[src/rtl/rmw_addr_issue.sv]
// Address queue feeding a read-modify-write memory stage: DEPTH-entry FIFO, issue counter, repeat flag.
// Optional zero-latency empty-queue bypass is compiled in with `define RMW_ADDR_ISSUE_BYPASS_EN.
module rmw_addr_issue #(
  parameter int DEPTH = 4,
  parameter int AW    = 32
) (
  input  logic          clk,
  input  logic          reset,
  input  logic          io_in_valid,
  output logic          io_in_ready,
  input  logic [AW-1:0] io_in_addr,
  output logic [AW-1:0] io_addr,
  output logic          io_addr_valid,
  input  logic          io_addr_ready,
  output logic [15:0]   io_issued,
  output logic          io_repeat
);
  localparam int PW = $clog2(DEPTH);
  localparam int CW = PW + 1;
  localparam logic [CW-1:0] FULL = CW'(DEPTH);

  logic [AW-1:0] mem_q [DEPTH];
  logic [PW-1:0] wptr_q, wptr_d;
  logic [PW-1:0] rptr_q, rptr_d;
  logic [CW-1:0] cnt_q, cnt_d;
  logic [AW-1:0] last_q, last_d;
  logic [15:0]   issued_q, issued_d;
  logic          repeat_q, repeat_d;

  logic          empty;
  logic          enq;
  logic          deq;
  logic          wr_en;
  logic          rd_en;
  logic [AW-1:0] head;

  assign empty = (cnt_q == '0);
  assign head  = mem_q[rptr_q];

`ifdef RMW_ADDR_ISSUE_BYPASS_EN
  // An empty queue forwards the upstream address straight through; with nothing offered it holds.
  assign io_addr_valid = empty ? io_in_valid : 1'b1;
  assign io_addr       = !empty ? head : (io_in_valid ? io_in_addr : last_q);
`else
  assign io_addr_valid = !empty;
  assign io_addr       = empty ? last_q : head;
`endif

  assign deq         = io_addr_valid & io_addr_ready;
  assign io_in_ready = (cnt_q != FULL) | deq;
  assign enq         = io_in_valid & io_in_ready;
  // A transfer taken while empty can only be a bypass, so it never touches the storage.
  assign wr_en       = enq & ~(empty & deq);
  assign rd_en       = deq & ~empty;

  assign io_issued = issued_q;
  assign io_repeat = repeat_q;

  always_comb begin
    cnt_d    = cnt_q;
    wptr_d   = wptr_q;
    rptr_d   = rptr_q;
    last_d   = last_q;
    issued_d = issued_q;
    repeat_d = repeat_q;
    if (wr_en && !rd_en) begin
      cnt_d = cnt_q + 1'b1;
    end else if (rd_en && !wr_en) begin
      cnt_d = cnt_q - 1'b1;
    end
    if (wr_en) begin
      wptr_d = wptr_q + 1'b1;
    end
    if (rd_en) begin
      rptr_d = rptr_q + 1'b1;
    end
    if (deq) begin
      last_d   = io_addr;
      issued_d = issued_q + 16'd1;
      repeat_d = (io_addr == last_q);
    end
  end

  always_ff @(posedge clk or negedge reset) begin
    if (!reset) begin
      cnt_q    <= '0;
      wptr_q   <= '0;
      rptr_q   <= '0;
      last_q   <= '0;
      issued_q <= '0;
      repeat_q <= 1'b0;
    end else begin
      cnt_q    <= cnt_d;
      wptr_q   <= wptr_d;
      rptr_q   <= rptr_d;
      last_q   <= last_d;
      issued_q <= issued_d;
      repeat_q <= repeat_d;
    end
  end

  // Entry contents need no reset: an entry is only read after it has been written.
  always_ff @(posedge clk) begin
    if (wr_en) begin
      mem_q[wptr_q] <= io_in_addr;
    end
  end

endmodule

[config.mk]
export PLATFORM = sky130hd
export DESIGN_NAME = rmw_addr_issue
export DESIGN_NICKNAME = d
export VERILOG_FILES = /design/src/rtl/rmw_addr_issue.sv
export SDC_FILE = /design/constraint.sdc
export NUM_CORES = 1
export LEC_CHECK = 0
export CORE_MARGIN = 3
export CORE_UTILIZATION = 30
export CTS_BUF_LIST = sky130_fd_sc_hd__clkbuf_4
export CTS_CLUSTER_DIAMETER = 50
export DETAILED_ROUTE_END_ITERATION = 6
export SLEW_MARGIN = 20
export SYNTH_ARGS = -nofsm -noshare
export SYNTH_HDL_FRONTEND = slang
export SYNTH_SLANG_ARGS = --single-unit
[constraint.sdc]
create_clock -name clk -period 2.4 [get_ports clk]
set_input_delay 0.48 -clock clk [delete_from_list [all_inputs] [get_ports clk]]
set_output_delay 0.48 -clock clk [all_outputs]
set_load 0.02 [all_outputs]
# == Word-level counts from Yosys, hierarchy flattened ==
# Memories as Yosys holds them, arrays and structs flattened.
# Cells that the tools add are included.
# word_totals
regBits,56
latch_bits,0
ramBits,128
rom_bits,0
in_bits,36
out_inout_bits,51
word_cells,34
n_memories,1
# op_classes
addsub,5
mul,0
n_div,0
order_cmp,0
n_eq_ne,2
shift,0
n_mux,5
bitwise,8
n_reduce_logical,7
# mem_list
name,words,width,read_ports,rd_ports_with_merged_regs,write_ports,line_no,text
mem_q,4,32,1,0,1,22,logic [AW-1:0] mem_q [DEPTH];
# op_table
op,count
$eq A32 B32 Y1,1
$mux W32,1
$add A16 B1 Y16 const B,1
$mux W3,2
$and A1 B1 Y1,5
$add A2 B1 Y2 const B,2
$add A3 B1 Y3 const B,1
$logic_not A1 Y1,3
$logic_not A3 Y1,1
$ne A3 B3 Y1 const B,1
$sub A3 B1 Y3 const B,1
$logic_and A1 B1 Y1,2
$mux W1,2
$not A1 Y1,2
$reduce_bool A2 Y1,1
$or A1 B1 Y1,1

# == Logic depth before layout (Yosys ltp) ==
# Gate-level depths: netlist of run 1.
# logic_depth
depth_word,10
ltp_mapped,10
mapped_depth_nobuf,8

# == Worst setup path after synthesis of run 1 ==
# Ideal clock, no wire load.
# synth_path
path_kind,flip-flop to flip-flop
start,reg cnt_q[0]
end,reg cnt_q[1]
setup_ns,0.125
arrival_time_ns,2.464
t_required_ns,2.275
path_slack_ns,-0.189
stages_incl_launch_ff,8
n_path_buf,1
period_less_slack_ns,2.589
path_cell_list,dfrtp_1 -> or4b_2 -> clkbuf_1 -> and2_0 -> ha_1 -> inv_1 -> fa_1 -> mux2_2
# synth_between
elab_cells_between_ends,20
cone_classes,add/sub: 2; eq/ne: 1; mux: 2; bitwise: 8; reduce/logical: 7
# synth_lines
item,line_no,text
"start, declared",25,"logic [CW-1:0] cnt_q, cnt_d;"
"start signal, assigned",93,cnt_q <= cnt_d;
$logic_not A3 Y1,37,assign empty = (cnt_q == '0);
$logic_not A1 Y1,45,assign io_addr_valid = !empty;
$and A1 B1 Y1,49,assign deq = io_addr_valid & io_addr_ready;
$or A1 B1 Y1 (*),50,assign io_in_ready = (cnt_q != FULL) | deq;
via io_in_ready,10,"output logic io_in_ready,"
$and A1 B1 Y1 (*),51,assign enq = io_in_valid & io_in_ready;
$and A1 B1 Y1 (*),53,assign wr_en = enq & ~(empty & deq);
via wr_en,33,logic wr_en;
$logic_and A1 B1 Y1 (*),66,if (wr_en && !rd_en) begin
$mux W3 (*),66,
via cnt_d[1],25,
# The timed path passes the listed nets; every way through them passes the cells marked *. The select of a mux whose other input is x is not followed.
# A chain may end at the register's enable or synchronous reset.

# == Worst setup path in the final report of run 1 ==
# layout_path
start,reg rptr_q[1]
end,out io_addr[8]
# layout_between
elab_chain_len,2
# layout_rtl
item,line_no,text
"start, declared",24,"logic [PW-1:0] rptr_q, rptr_d;"
"start signal, assigned",95,rptr_q <= rptr_d;
$mem_v2 Z4 W32,--,
$mux W32,46,assign io_addr = empty ? last_q : head;
"end, declared",12,"output logic [AW-1:0] io_addr,"
# No other way between the ends.

==> impl_results.md, run 1 <==
* Status: complete, but fails checks
* Failing checks: negative setup slack
* Crit end category: primary output
* CP Max Fanout at 6
* Final setup vio count at 33
* RSZ-0062 raised after global routing: true
* Most Frequent Cell on Critical Path: buf_6
* Congestion Overflow GR at 0
* Final wirelength at 20.28 mm
* Post-layout util at 42.77%
* Share of cells above drive strength 1 at 36.57%
* Fraction of registers with async set/reset at 30.43%
* Clk root buf: clkbuf_4
* Dpl hpwl at 12.52 mm
* Worst Setup Path Type: reg2out
* PD cells at 1389 nW/um2
* Post-Route Skew at 21.66 ps
* Final setup margin at -296.9 ps
* Routed len/inst at 17.96 um
* # clock sinks at 184
* Synthesis-to-finish area growth at 39.67%
* Initial core utilization at 30.62%
* Post-synth top cells: edfxtp_1, nand2_1, o21ai_0, dfrtp_1, mux2i_1
* Slew margin rel. at 61.78%
* Count of final max-slew check failures at 0
* I/O pin count at 87
* Worst min path class: in2async
* Fillers at 2,417
* Overall power at 15.52 mW
* Core footprint at 26,130 um2
* Critical Path Source Type: flip-flop
* Nets@finish at 823
* Area share of the largest cell type after synthesis at 48.04%
* Slowest stage delay, CP at 530 ps
* Gpl congestion at 0.7901
* First-pass GRT wire length at 30.44 mm
* Syn_nets at 629
* Die Span Y at 169.3 um
* Largest net degree at the start of global routing at 59
* Min Hold Slack at 409.2 ps
* Number of vias per cell at 4.775
* Maxcap violations at 0
* Slew @ Worst Pin at 573.4 ps
* Avg Synthesized Cell Area at 13.65 um2
* Cell with the most instances after synthesis: edfxtp_1
* Distinct cells, synth at 53
* Crit share post-route at 112.4%
* Number of buffers created by CTS at 17
* Antenna viol nets, final at 0
* Synth top area cells: edfxtp_1, dfrtp_1, nand2_1
* I/O Buffers at 86
* Iter 0 DRT Violations at 324
* DR vias at 5,391
* Slowest CP cell: dfrtp_2
* Seq/Total Area, Yosys at 65.55%
* Die Wd at 169.3 um
* Die area at 28,670 um2
* Worst endpoint required time at 1920 ps
* CTS tree: yes
* Crit path cell chain: buf_12 -> buf_6 -> buf_6 -> mux2_4 -> o21ai_4 -> o21ai_2 -> buf_6
* F_max at 370.8 MHz
* Synth Register Bits at 184
* Skew-Pair Late Insertion Delay at 580 ps
* Post-Syn Area at 8001 um2
* Worst-case clock buffer depth at 2
* Arr. time, crit path at 2220 ps
* Ys flop type: edfxtp_1
* Syn Inst Count at 586
* Final hold viol count at 0
* Pre-antenna DRT Iters at 4
* Leakage power at 4.309 nW
* GRT Total Usage at 13.94%
* VDD IR max at 0.0005086 V
* Synth warn at 0
* Antenna violations before repair at 1
* H-tree Lvls at 4
* DRC violations left at 0
* Min Tclk post-route at 2697 ps
* Vias in the first global route at 5,250
* Worst-path clk slew at 170 ps
* Rows at 59
* Post-synth EDFFs at 128
* Area leader, netlist: edfxtp_1
-- layer usage --
metal | part of all wire (%) | vias up | track usage, %
met3 | 3.6 | 11 | 2.912
met4 | 0.66 | 0 | 3.129
met2 | 50 | 112 | 22.85
met1 | 46 | 2706 | 19.21
li1 | - | 2562 | -
met5 | 0 | - | 0
-- through the flow --
step,TNS [ps],cell area (um2),setup WS (ps),cells
finish,-6919,11180,-296.9,1129
global route,-10510,11180,-404.9,1129
CTS,-8836,10670,-356.8,1112
detailed placement,-3253,9856,-226.0,1052
global placement,-2937,9856,-232.9,1052
floorplan,0,8020,29.52,586
-- power by group --
| part | internal, mW | switching, mW | total (mW) |
|---|---|---|---|
| clock network | 0.475 | 1.17 | 1.65 |
| registers | 4.25 | 0.596 | 4.84 |
| logic | 4.70 | 4.33 | 9.03 |
-- path summary, 6_finish.rpt --
path / depth (start not counted) / slack (ps) / from / to
worst max-delay path: 7 / -300 / rptr_q[1] / io_addr[8]
worst min-delay path: 3 / 410 / reset / io_issued[1]
worst max register to register: 9 / -290 / rptr_q[1] / io_repeat
worst min register to register: 1 / 480 / io_issued[15] / io_issued[15]
max in group asynchronous: 3 / 1660 / reset / rptr_q[0]
min in group clk: 1 / 480 / io_issued[15] / io_issued[15]
-- cell type report --
cell class	instances	area, um2	area share, %
Sequential cell	184	5246	46.94
Antenna cell	1	2.502	0.02239
Timing Repair Buffer	203	2093	18.73
Multi-Input combinational cell	364	3108	27.81
Clock inverter	14	131.4	1.176
Clock buffer	18	135.1	1.209
Tap cell	335	419.2	3.751
Inverter	10	40.04	0.3583
-- state kept, by name, indices dropped and copies added (netlist names) --
| signal | flops |
|---|---|
| rptr_q | 2 |
| cnt_q | 3 |
| io_issued | 16 |
| last_q | 32 |
| wptr_q | 2 |
| io_repeat | 1 |
| mem_q | 128 |
-- worst max-delay path: cells and delay by family (launching register included) --
kind	cells	cell delay [ps]
buffers and inverters	4	550
flip-flops	1	530
multiplexers	1	320
AO/OA/AOI/OAI	2	260
-- cell usage in the layout (no fill, tap or decap), types with 8 or more instances in the layout --
master             n
xor2_1            16
edfxtp_1         128
o21ai_4           12
mux2_4            26
nand3_1            9
mux2i_4           14
o21ai_2           17
nand2_1           96
nand4_1           11
nor2_1            13
mux2i_1           16
inv_1              8
buf_4             78
dfrtp_1           55
clkbuf_4          18
buf_6             53
mux4_2             9
buf_12            13
clkdlybuf4s50_1   51
o21ai_0           27
xnor2_1           17
-- cells by family (layout without fill, tap and decap cells) --
kind of cell / after synthesis / count (layout) / share of synthesized area (%)
simple gates: 155 / 155 / 8.538
flops: 184 / 184 / 65.55
fa+ha+maj: 7 / 7 / 1.188
other cells: 0 / 1 / 0
xor+xnor: 33 / 33 / 3.612
mux: 78 / 78 / 11.92
buf+inv: 38 / 245 / 2.111
compound gates: 91 / 91 / 7.084
-- what timing repair did --
item,4_1_cts,5_1_grt
endpoints found under the hold margin,56,0
hold buffers,1,0
pin swaps,15,26
buffers inserted,25,19
gates resized for setup,310,92
endpoints found under the setup margin,35,35
cloned,4,2
Power figures use the tool's default switching activity.
==> run 2: changes to the inputs <==
- SLEW_MARGIN: 20 -> default
==> results of run 2 <==
No change in the layout: final DEF, timing and power equal those of run 1.
